File: src/rtl/io_int_pkg.sv
// io_int_pkg: register offsets and bit positions shared by the I/O interrupt controller.
package io_int_pkg;
  typedef enum logic [1:0] {OFS_STATUS, OFS_MASK, OFS_CTRL, OFS_RELOAD} reg_ofs_e;
  localparam int CTRL_GIE_BIT = 0;
  localparam int TIMER_SRC = 0;
endpackage

File: src/rtl/irq_sync_edge.sv
// irq_sync_edge: two-flop synchronizer plus history flop yielding a one-cycle rise pulse per bit.
module irq_sync_edge #(
  parameter int W = 7
) (
  input  logic         clk_i,
  input  logic         rst_ni,
  input  logic [W-1:0] d_i,
  output logic [W-1:0] rise_o
);
  logic [W-1:0] s1_q, s2_q, h_q;
  always_ff @(posedge clk_i)
    if (!rst_ni) begin
      s1_q <= '0;
      s2_q <= '0;
      h_q  <= '0;
    end else begin
      s1_q <= d_i;
      s2_q <= s1_q;
      h_q  <= s2_q;
    end
  assign rise_o = s2_q & ~h_q;
endmodule

File: src/rtl/io_int_controller.sv
// io_int_controller: memory-mapped status/mask/ctrl/reload registers and a masked interrupt request.
module io_int_controller
  import io_int_pkg::*;
#(
  parameter logic [7:0] BASE_ID = 8'h40,
  parameter int PRESCALE = 1000
) (
  input  logic       CLK,
  input  logic       RESET_N,
  input  logic [7:0] PORT_ID,
  input  logic [7:0] OUT_PORT,
  input  logic       IO_STRB,
  input  logic [6:0] IRQ_IN,
  output logic [7:0] IN_PORT,
  output logic       INTERRUPT
);
  localparam int PW = $clog2(PRESCALE);
  logic [PW-1:0] presc_q, presc_d;
  logic [7:0] pend_q, pend_d, mask_q, mask_d, ctrl_q, ctrl_d, reload_q, reload_d, tcnt_q, tcnt_d;
  logic [7:0] ofs, set, w1c;
  logic [6:0] rise;
  logic hit, wr, tick, run, int_q;
  irq_sync_edge #(.W(7)) u_sync (
    .clk_i(CLK),
    .rst_ni(RESET_N),
    .d_i(IRQ_IN),
    .rise_o(rise)
  );
  assign ofs  = PORT_ID - BASE_ID;
  assign hit  = ofs[7:2] == 6'd0;
  assign wr   = IO_STRB & hit;
  assign tick = presc_q == PW'(PRESCALE - 1);
  assign run  = tick && reload_q != 8'd0;
  always_comb begin
    set = {rise, 1'b0};
    set[TIMER_SRC] = run && tcnt_q == 8'd1;
    w1c = (wr && ofs[1:0] == OFS_STATUS) ? OUT_PORT : 8'h00;
    pend_d = (pend_q & ~w1c) | set;
    mask_d = (wr && ofs[1:0] == OFS_MASK) ? OUT_PORT : mask_q;
    ctrl_d = (wr && ofs[1:0] == OFS_CTRL) ? OUT_PORT : ctrl_q;
    reload_d = (wr && ofs[1:0] == OFS_RELOAD) ? OUT_PORT : reload_q;
    // A reload write restarts the period from a clean prescaler phase.
    presc_d = (wr && ofs[1:0] == OFS_RELOAD) || tick ? '0 : presc_q + 1'b1;
    tcnt_d = (wr && ofs[1:0] == OFS_RELOAD) ? OUT_PORT :
             !run ? tcnt_q : tcnt_q == 8'd1 ? reload_q : tcnt_q - 8'd1;
  end
  always_ff @(posedge CLK)
    if (!RESET_N) begin
      presc_q  <= '0;
      pend_q   <= '0;
      mask_q   <= '0;
      ctrl_q   <= '0;
      reload_q <= '0;
      tcnt_q   <= '0;
      int_q    <= 1'b0;
    end else begin
      presc_q  <= presc_d;
      pend_q   <= pend_d;
      mask_q   <= mask_d;
      ctrl_q   <= ctrl_d;
      reload_q <= reload_d;
      tcnt_q   <= tcnt_d;
      int_q    <= ctrl_q[CTRL_GIE_BIT] & |(pend_q & mask_q);
    end
  assign IN_PORT = !hit ? 8'h00 :
                   ofs[1:0] == OFS_STATUS ? pend_q :
                   ofs[1:0] == OFS_MASK ? mask_q :
                   ofs[1:0] == OFS_CTRL ? ctrl_q : reload_q;
  assign INTERRUPT = int_q;
endmodule

File: config.mk
export PLATFORM = sky130hd
export DESIGN_NAME = io_int_controller
export DESIGN_NICKNAME = d
export VERILOG_FILES = /design/src/rtl/io_int_pkg.sv /design/src/rtl/irq_sync_edge.sv /design/src/rtl/io_int_controller.sv
export SDC_FILE = /design/constraint.sdc
export NUM_CORES = 1
export LEC_CHECK = 0
export CAP_MARGIN = 20
export CORE_MARGIN = 2
export CORE_UTILIZATION = 35
export DETAILED_ROUTE_END_ITERATION = 16
export GPL_ROUTABILITY_DRIVEN = 0
export PLACE_DENSITY_LB_ADDON = 0.25
export SLEW_MARGIN = 20
export SYNTH_ARGS = -nofsm -noshare
export SYNTH_HDL_FRONTEND = slang
export SYNTH_SLANG_ARGS = --single-unit
File: constraint.sdc
create_clock -name CLK -period 1.7 [get_ports CLK]
set_clock_uncertainty 0.2 [all_clocks]
set_input_delay 0.255 -clock CLK [delete_from_list [all_inputs] [get_ports CLK]]
set_output_delay 0.255 -clock CLK [all_outputs]
set_load 0.03 [all_outputs]
==> run summary, run 1 <==
status: complete, but fails checks
failing checks: setup timing
initial antenna violation count: 0
All-Layer GR Usage: 0.172
final net count: 464
Async S/R FF share, synth: 0
worst-path maximum fanout: 2
PwrDens: 706 nW/µm²
design area: 4840 µm²
Die H: 101 µm
Max Fclk: 0.529 GHz
dpl cell area: 4180 µm²
Sink Count: 72
Avg Inst Size Synth: 9.98 µm²
Crit path arrival time: 1.43 ns
Routed Wire Length: 8370 µm
CTS clock-pin slew for the worst setup and hold paths: 0.08 ns
worst min path class: in2reg
Crit-path slowest cell: mux4_2
first-pass GRT wire length: 13400 µm
die area: 10200 µm²
sequential share of the synthesized area: 0.438
initial core utilization: 0.358
DRT Pass-1 Iters: 4
I/O pins: 35
total number of vias: 2782
Crit path buffers/inverters: 1
Max Cap Violations: 0
Slew HR: 0.741
Rows: 35
DRC Markers: 0
critical path required time: 1.24 ns
Final Max Slew Viols: 0
flops & latches, synth: 72
Detailed Route Iter0 Violations: 92
EDFF count, synth: 0
post-route setup slack: -0.189 ns
CP Launch Type: flop
max incr delay on CP: 0.46 ns
final-layout fill cell count: 847
Core Util, Final: 0.526
DIE WIDTH: 101 µm
non-filler cells, final: 551
Setup WS pre-CTS: -0.987 ns
worst-case clock buffer depth: 2
Final ANT Viol Nets: 0
clock latency on the worst-skew pair: 0.34 ns
Setup CP Type: reg2out
Worst Tran Pin Value: 0.385 ns
Hold WS: 0.0552 ns
CTS tree: done
crit end category: primary output
top-area cell type share of the netlist area: 0.438
post-synth top area cell: dfxtp_1
maximum VDD drop: 0.000518 V
top post-synthesis cells by area: dfxtp_1 (44%), mux4_2 (5.5%), nand2_1 (4.8%)
Post-Syn Instances: 330
CP Cell Sequence: mux4_2 -> and3_4 -> buf_6
per-cell routed wire length: 15.2 µm
area grow syn2layout: 47.1%
leakage: 1.92 nW
Most used DFF post-synth: dfxtp_1
Multi-input gate area: 1980 µm²
largest net degree at the start of global routing: 31
fin crit period: 1.89 ns
final hold vios: 0
flip-flop and latch area: 1460 µm²
clock root buffer: clkbuf_8
RSZ-0062 raised after global routing: true
Syn Nets: 359
port bufs: 34
commonest non-fill, non-tap cell in the layout: buf_4
Synth warnings: 0
diodes inserted: 0
Num CTS Buffers: 9
layout cells sized above 1: 0.436
most frequent cells in the layout: buf_4 (55), dfxtp_1 (54), nand2_1 (37)
Finish-stage setup viols: 9
synth unique cells: 51
vias per cell: 5.05
# H-tree levels: 3
placed insts: 523
Overflow after GRT: 0
final period utilization: 1.11
core area: 9200 µm²
vias in the first global route: 2751
Detail Placement HPWL: 5900 µm
Top delay family on crit path: multiplexers
Netlist Area Pre-Place: 3290 µm²
==> power by group <==
| group | internal [mW] | total [mW] | switching (mW) |
|---|---|---|---|
| Sequential | 1.72 | 1.74 | 0.0187 |
| Clock | 0.752 | 1.39 | 0.634 |
| Combinational | 0.168 | 0.292 | 0.124 |
==> flip-flops by register name, indices dropped and copies added (netlist names) <==
name / flops
u_sync.s2_q: 7
mask_q: 8
reload_q: 8
u_sync.s1_q: 7
presc_q: 10
ctrl_q: 8
tcnt_q: 8
INTERRUPT: 1
u_sync.h_q: 7
pend_q: 8
==> synth_stat cells, types with 5 or more instances <==
cell type  instances
nor3_1             6
xnor2_1            5
and3_2             8
nor2b_1           16
o21ai_2            8
nand3_1           11
inv_1              7
nand2_1           42
a21boi_2           8
dfxtp_1           72
clkbuf_1           5
mux2i_1            8
and2_1            22
o21ai_0            5
a21boi_0           8
mux4_2             8
a31oi_1            7
nor2_1            13
o21a_1             8
==> worst paths after layout <==
check / from / to / slack [ns] / depth (start not counted)
min reg2reg: u_sync.s1_q[0]$_SDFF_PN0_ / u_sync.s2_q[0]$_SDFF_PN0_ / 0.23 / 1
max reg2reg: reload_q[7]$_SDFFE_PN0P_ / tcnt_q[5]$_SDFFE_PN0P_ / -0.03 / 6
min: RESET_N / pend_q[2]$_SDFF_PN0_ / 0.06 / 2
max: reload_q[5]$_SDFFE_PN0P_ / IN_PORT[5] / -0.19 / 3
==> timing repair <==
action,CTS,global route
resized for setup,124,45
hold buffers,0,0
buffers inserted,3,4
cloned,4,1
endpoints found under the setup margin,59,58
pin swaps,23,26
==> routing by layer <==
layer  vias to the layer above  wire (µm)  global-route usage
met1                      1333       3970               0.239
met2                        61       3820               0.261
met3                        10        473              0.0423
met5                         -          0                   0
met4                         0        109              0.0582
li1                       1378          -                   -
==> cell families (layout without fill, tap and decap cells) <==
group           count (synthesis)  after routing  synth area share
simple gates                  140            140             0.245
fa+ha+maj                       3              3            0.0114
compound gates                 65             65             0.153
buf+inv                        23            133            0.0430
xor+xnor                        9              9            0.0239
mux                            18             18            0.0859
flops                          72             72             0.438
==> metrics by stage <==
stage          total power, mW  setup TNS, ns
6_report                  3.42          -1.50
5_1_grt                   3.57          -2.05
4_1_cts                   3.46          -1.77
3_5_place_dp              2.04         -31.60
3_3_place_gp              2.03         -31.52
2_1_floorplan             1.89        -0.0182
==> final cells by class <==
type | instances | area share
Multi-Input combinational cell | 235 | 0.409
Inverter | 7 | 0.00543
Tap cell | 111 | 0.0287
Clock buffer | 11 | 0.0313
Timing Repair Buffer | 110 | 0.212
Sequential cell | 72 | 0.302
Clock inverter | 5 | 0.0114
No activity file was read; power rests on OpenSTA's default activity.
==> run 2: changes to the inputs <==
GPL_ROUTABILITY_DRIVEN = 1   (was 0)
SLEW_MARGIN = default   (was 20)
SYNTH_HIERARCHICAL = 1   (was default)
==> run summary, run 2 <==
status: complete, but fails checks
failing checks: setup timing
Netlist Area Pre-Place: 3320 µm² (+0.91%)
Num CTS Buffers: 9 (unchanged)
DRT Pass-1 Iters: 4 (unchanged)
DRC Markers: 0 (unchanged)
commonest non-fill, non-tap cell in the layout: buf_4
initial antenna violation count: 0 (unchanged)
Detailed Route Iter0 Violations: 150 (+63%)
sequential share of the synthesized area: 0.434 (-0.00396)
Worst Tran Pin Value: 0.344 ns (-0.0411 ns)
PwrDens: 693 nW/µm² (-1.8%)
Routed Wire Length: 8650 µm (+3.4%)
I/O pins: 35 (unchanged)
initial core utilization: 0.360 (+0.00155)
Avg Inst Size Synth: 9.66 µm² (-3.2%)
largest net degree at the start of global routing: 36 (+16%)
top-area cell type share of the netlist area: 0.434 (-0.00396)
final period utilization: 1.13 (+0.0160)
dpl cell area: 4330 µm² (+3.6%)
worst min path class: reg2reg
Syn Nets: 373 (+3.9%)
top post-synthesis cells by area: dfxtp_1 (43%), mux2i_1 (5.4%), mux4_2 (5.4%)
area grow syn2layout: 47.3%
post-synth top area cell: dfxtp_1
vias in the first global route: 2719 (-1.2%)
Final ANT Viol Nets: 0 (unchanged)
CP Launch Type: flop
layout cells sized above 1: 0.407 (-0.0298)
final net count: 484 (+4.3%)
critical path required time: 1.24 ns (about the same)
most frequent cell after synthesis: dfxtp_1
Max Cap Violations: 0 (unchanged)
design area: 4890 µm² (+1.1%)
Crit-path slowest cell: mux4_2
Rows: 35 (unchanged)
Routability Congestion: 0.863
Crit. Startpoint: reload_q[1]$_SDFFE_PN0P_
Overflow after GRT: 0 (unchanged)
total number of vias: 2840 (+2.1%)
vias per cell: 4.82 (-4.5%)
Crit path arrival time: 1.46 ns (+0.03 ns)
All-Layer GR Usage: 0.175 (+0.00285)
clock latency on the worst-skew pair: 0.35 ns (about the same)
DIE WIDTH: 101 µm (+0.44%)
Most used DFF post-synth: dfxtp_1
core area: 9240 µm² (+0.48%)
Setup WS pre-CTS: -0.983 ns (+0.00424 ns)
Biggest register: presc_q
Synth warnings: 6 (+6)
R2R depth: 7 (+1)
crit end category: primary output
per-cell routed wire length: 14.7 µm (-3.3%)
post-route setup slack: -0.216 ns (-0.0273 ns)
RSZ-0062 raised after global routing: true
Final Max Slew Viols: 0 (unchanged)
hold path depth: 1 (-1)
CP Cell Sequence: mux4_2 -> and3_4 -> buf_6
clock root buffer: clkbuf_8
total power: 3.39 mW (-0.74%)
Reg2Reg Launch Point: presc_q[1]$_SDFF_PP0_
Critical Path End: IN_PORT[1]
Async S/R FF share, synth: 0 (unchanged)
Setup CP Type: reg2out
Finish-stage setup viols: 15 (+6)
maximum VDD drop: 0.000487 V (-5.9%)
Slew HR: 0.770 (+0.0285)
Detail Placement HPWL: 6040 µm (+2.2%)
port bufs: 34 (unchanged)
CTS tree: done
worst-path maximum fanout: 2 (unchanged)
worst-case clock buffer depth: 2 (unchanged)
commonest cells in the netlist: dfxtp_1 (72), nand2_1 (27), nor2b_1 (25)
EDFF count, synth: 0 (unchanged)
most frequent cells in the layout: buf_4 (62), dfxtp_1 (50), buf_6 (26)
Die H: 101 µm (+0.44%)
Max Fclk: 0.522 GHz (-1.4%)
CTS clock-pin slew for the worst setup and hold paths: 0.08 ns (about the same)
final hold vios: 0 (unchanged)
max incr delay on CP: 0.47 ns (about the same)
reg2reg setup slack: -0.08 ns (-0.05 ns)
Sink Count: 72 (unchanged)
placed insts: 563 (+7.6%)
diodes inserted: 0 (unchanged)
Largest register FFs: 10 (unchanged)
flops & latches, synth: 72 (unchanged)
die area: 10300 µm² (+0.88%)
FF-to-FF End: tcnt_q[4]$_SDFFE_PN0P_
non-filler cells, final: 589 (+6.9%)
Post-Syn Instances: 344 (+4.2%)
# H-tree levels: 3 (unchanged)
synth unique cells: 48 (-5.9%)
first-pass GRT wire length: 13800 µm (+3.1%)
leakage: 2.08 nW (+8.5%)
fin crit period: 1.92 ns (+0.0273 ns)
-- run 2: cell types whose count changed after synthesis, moves of 5 or more --
cell,change
a21boi_1,+8
a21boi_2,-8
a31oi_1,-5
and3_1,+12
and3_2,-8
inv_1,+13
mux2i_1,+10
nand2_1,-15
nor2b_1,+9
o21a_1,-7
-- run 2: kinds of logic (layout without fill, tap and decap cells) --
group                      after synthesis  in the layout  share of synthesized area
DFF                                     72             72                      0.434
xor gates and xnor gates                 6              6                     0.0158
and+or+nand+nor                        138            138                      0.241
buffers and inverters                   37            153                     0.0493
muxes                                   27             27                      0.112
AOI/OAI and AO/OA                       61             61                      0.136
adders and majority gates                3              3                     0.0113
-- run 2: area by class of cell --
cell class              instances  area, µm²
flip-flops and latches         72       1470
fillers                       859       4350
clock inverters                 7       72.6
well taps                     129        161
multi-input cells             235       1910
repair buffers                117       1080
clock buffers                   9        124
inverters                      20       75.1
-- run 2: worst min path at each step --
stage,start,endpoint,slack (ns)
global placement,u_sync/s1_q[5]$_SDFF_PN0_,u_sync/s2_q[5]$_SDFF_PN0_,0.21
finish,u_sync/s1_q[3]$_SDFF_PN0_,u_sync/s2_q[3]$_SDFF_PN0_,0.24
floorplan,IRQ_IN[3],u_sync/s1_q[3]$_SDFF_PN0_,0.18
detailed placement,u_sync/s1_q[1]$_SDFF_PN0_,u_sync/s2_q[1]$_SDFF_PN0_,0.22
CTS,u_sync/s1_q[1]$_SDFF_PN0_,u_sync/s2_q[1]$_SDFF_PN0_,0.24
global route,u_sync/s1_q[6]$_SDFF_PN0_,u_sync/s2_q[6]$_SDFF_PN0_,0.25
-- run 2: per-layer routing --
layer  vias to the layer above  track usage  part of all wire
met5                         -            0                 0
met1                      1344        0.236              0.50
met2                        56        0.274              0.45
met3                        12       0.0345             0.034
li1                       1428            -                 -
met4                         0       0.0707             0.017
-- run 2: where the power goes --
part / internal (mW) / switching (mW)
clock: 0.677 / 0.684
combinational: 0.170 / 0.123
sequential: 1.72 / 0.0172
total: 2.57 / 0.825
-- run 2: critical path, delay by kind of cell, from the launching register on --
kind / cells / cell delay [ns]
mux: 1 / 0.47
simple gates: 1 / 0.19
buf+inv: 1 / 0.13
flops: 1 / 0.33
-- run 2: repair_timing --
action,in CTS,in global routing
setup endpoints to repair,56,55
pin swaps,28,17
gates resized for setup,122,30
buffers inserted,5,1
cloned,4,0
hold buffers,0,0
-- run 2: metrics by stage --
stage | hold WS [ns] | utilization | TNS, ns
after detailed placement | 0.218 | 0.469 | -32.20
final | 0.236 | 0.530 | -1.93
after global placement | 0.213 | 0.469 | -29.90
after floorplan | 0.177 | - | -0.255
after global routing | 0.246 | 0.530 | -2.86
after CTS | 0.238 | 0.522 | -4.32
==> run 3: changes to the inputs <==
CORE_MARGIN = 3   (was 2)
GPL_ROUTABILITY_DRIVEN = default   (was 1)
==> run summary, run 3 (synthesis results as in run 2) <==
placed insts: 564 (+0.18%)
DRC Markers: 0 (unchanged)
# H-tree levels: 3 (unchanged)
PwrDens: 720 nW/µm² (+3.9%)
commonest non-fill, non-tap cell in the layout: buf_4
Reg2Reg Launch Point: presc_q[0]$_SDFF_PP0_
Max Fclk: 0.500 GHz (-4.2%)
Hold Buf Count CTS: 0 (unchanged)
CTS tree: done
Num CTS Buffers: 9 (unchanged)
area grow syn2layout: 49.2%
Routability Congestion: 0.888 (+2.8%)
initial core utilization: 0.370 (+0.0106)
vias per cell: 4.81 (-0.25%)
hold path depth: 1 (unchanged)
DRT Pass-1 Iters: 4 (unchanged)
FF-to-FF End: tcnt_q[4]$_SDFFE_PN0P_
total number of vias: 2857 (+0.60%)
Final Max Slew Viols: 0 (unchanged)
HP Start: u_sync/s1_q[1]$_SDFF_PN0_
Rows: 34 (-2.9%)
worst hold path endpoint: u_sync/s2_q[1]$_SDFF_PN0_
worst min path class: reg2reg
Crit path arrival time: 1.55 ns (+0.09 ns)
non-filler cells, final: 594 (+0.85%)
core area: 8980 µm² (-2.9%)
DIE WIDTH: 103 µm (+2.0%)
initial antenna violation count: 0 (unchanged)
leakage: 2.13 nW (+2.5%)
Max Cap Violations: 0 (unchanged)
CTS clock-pin slew for the worst setup and hold paths: 0.08 ns (about the same)
first-pass GRT wire length: 13900 µm (+0.65%)
total power: 3.57 mW (+5.2%)
critical path required time: 1.24 ns (about the same)
most frequent cells in the layout: buf_4 (72), dfxtp_1 (61), nor2b_1 (25)
fin crit period: 2.00 ns (+0.0849 ns)
die area: 10700 µm² (+4.0%)
Overflow after GRT: 0 (unchanged)
worst-path maximum fanout: 2 (unchanged)
clock latency on the worst-skew pair: 0.35 ns (about the same)
Biggest register: presc_q
Sink Count: 72 (unchanged)
per-cell routed wire length: 14.4 µm (-1.8%)
flip-flop and latch area: 1460 µm² (-0.94%)
Largest register FFs: 10 (unchanged)
Slew HR: 0.805 (+0.0351)
Finish-stage setup viols: 17 (+2)
I/O pins: 35 (unchanged)
Routed Wire Length: 8570 µm (-0.95%)
status: complete, but fails checks
vias in the first global route: 2878 (+5.8%)
Setup CP Type: reg2out
RSZ-0062 raised after global routing: true
port bufs: 34 (unchanged)
Setup TNS: -2.27 ns (-0.338 ns)
Final ANT Viol Nets: 0 (unchanged)
layout cells sized above 1: 0.389 (-0.0176)
diodes inserted: 0 (unchanged)
final net count: 492 (+1.7%)
R2R depth: 7 (unchanged)
reg2reg setup slack: -0.14 ns (-0.06 ns)
Die H: 103 µm (+2.0%)
Core Util, Final: 0.552 (+0.0225)
Multi-input gate area: 1900 µm² (-0.46%)
crit end category: primary output
final hold vios: 0 (unchanged)
maximum VDD drop: 0.000322 V (-34%)
CP Launch Type: flop
clock root buffer: clkbuf_8
Worst Tran Pin Value: 0.290 ns (-0.0541 ns)
All-Layer GR Usage: 0.169 (-0.00526)
final period utilization: 1.18 (+0.0499)
largest net degree at the start of global routing: 35 (-2.8%)
final-layout fill cell count: 783 (-8.8%)
failing checks: setup timing
worst-case clock buffer depth: 2 (unchanged)
post-route setup slack: -0.301 ns (-0.0849 ns)
Detailed Route Iter0 Violations: 97 (-35%)
Detail Placement HPWL: 6120 µm (+1.4%)
-- run 3: metal layers --
layer  vias up  global-route usage  part of all wire
met5         -                   0                 0
met1      1335               0.214              0.47
met2        67               0.286              0.47
met4         0              0.0677             0.015
met3        13              0.0295             0.037
li1       1442                   -                 -
-- run 3: report_power, final --
group,internal [mW],switching (mW)
sequential,1.72,0.0165
combinational,0.175,0.123
clock,0.844,0.691
total,2.74,0.830
-- run 3: timing repair --
| item | in CTS | in global routing |
|---|---|---|
| gates cloned | 1 | 0 |
| resized for setup | 114 | 15 |
| setup buffers | 12 | 2 |
| pin swaps | 19 | 19 |
| endpoints found under the setup margin | 59 | 35 |
-- run 3: worst max-delay path, stage by stage, from the launching register on --
cell and delay [ns]:
dfxtp_2 0.33, buf_6 0.10, mux4_2 0.46, and3_4 0.18, buf_6 0.13
-- run 3: final cells by class --
class | instances | share of cell area
Timing Repair Buffer | 125 | 0.230
Multi-Input combinational cell | 235 | 0.384
Clock buffer | 9 | 0.0250
Inverter | 20 | 0.0151
Sequential cell | 72 | 0.294
Clock inverter | 7 | 0.0207
Tap cell | 126 | 0.0318
-- run 3: worst max-delay path by stage --
| stage | from | end | slack (ns) | depth (start not counted) |
|---|---|---|---|---|
| 6_report | reload_q[7]$_SDFFE_PN0P_ | IN_PORT[7] | -0.30 | 4 |
| 5_1_grt | reload_q[7]$_SDFFE_PN0P_ | IN_PORT[7] | -0.34 | 4 |
| 4_1_cts | reload_q[7]$_SDFFE_PN0P_ | IN_PORT[7] | -0.31 | 4 |
| 3_5_place_dp | PORT_ID[0] | IN_PORT[2] | -0.96 | 5 |
| 3_3_place_gp | PORT_ID[0] | IN_PORT[1] | -0.97 | 5 |
| 2_1_floorplan | presc_q[1]$_SDFF_PP0_ | tcnt_q[4]$_SDFFE_PN0P_ | -0.1 | 7 |
-- run 3: per-stage QoR --
step | setup slack [ns] | hold WS (ns) | instance area, µm²
5_1_grt | -0.345 | 0.258 | 4960
4_1_cts | -0.306 | 0.239 | 4900
3_3_place_gp | -0.969 | 0.214 | 4350
2_1_floorplan | -0.0976 | 0.177 | 3350
6_report | -0.301 | 0.230 | 4960
3_5_place_dp | -0.963 | 0.223 | 4350
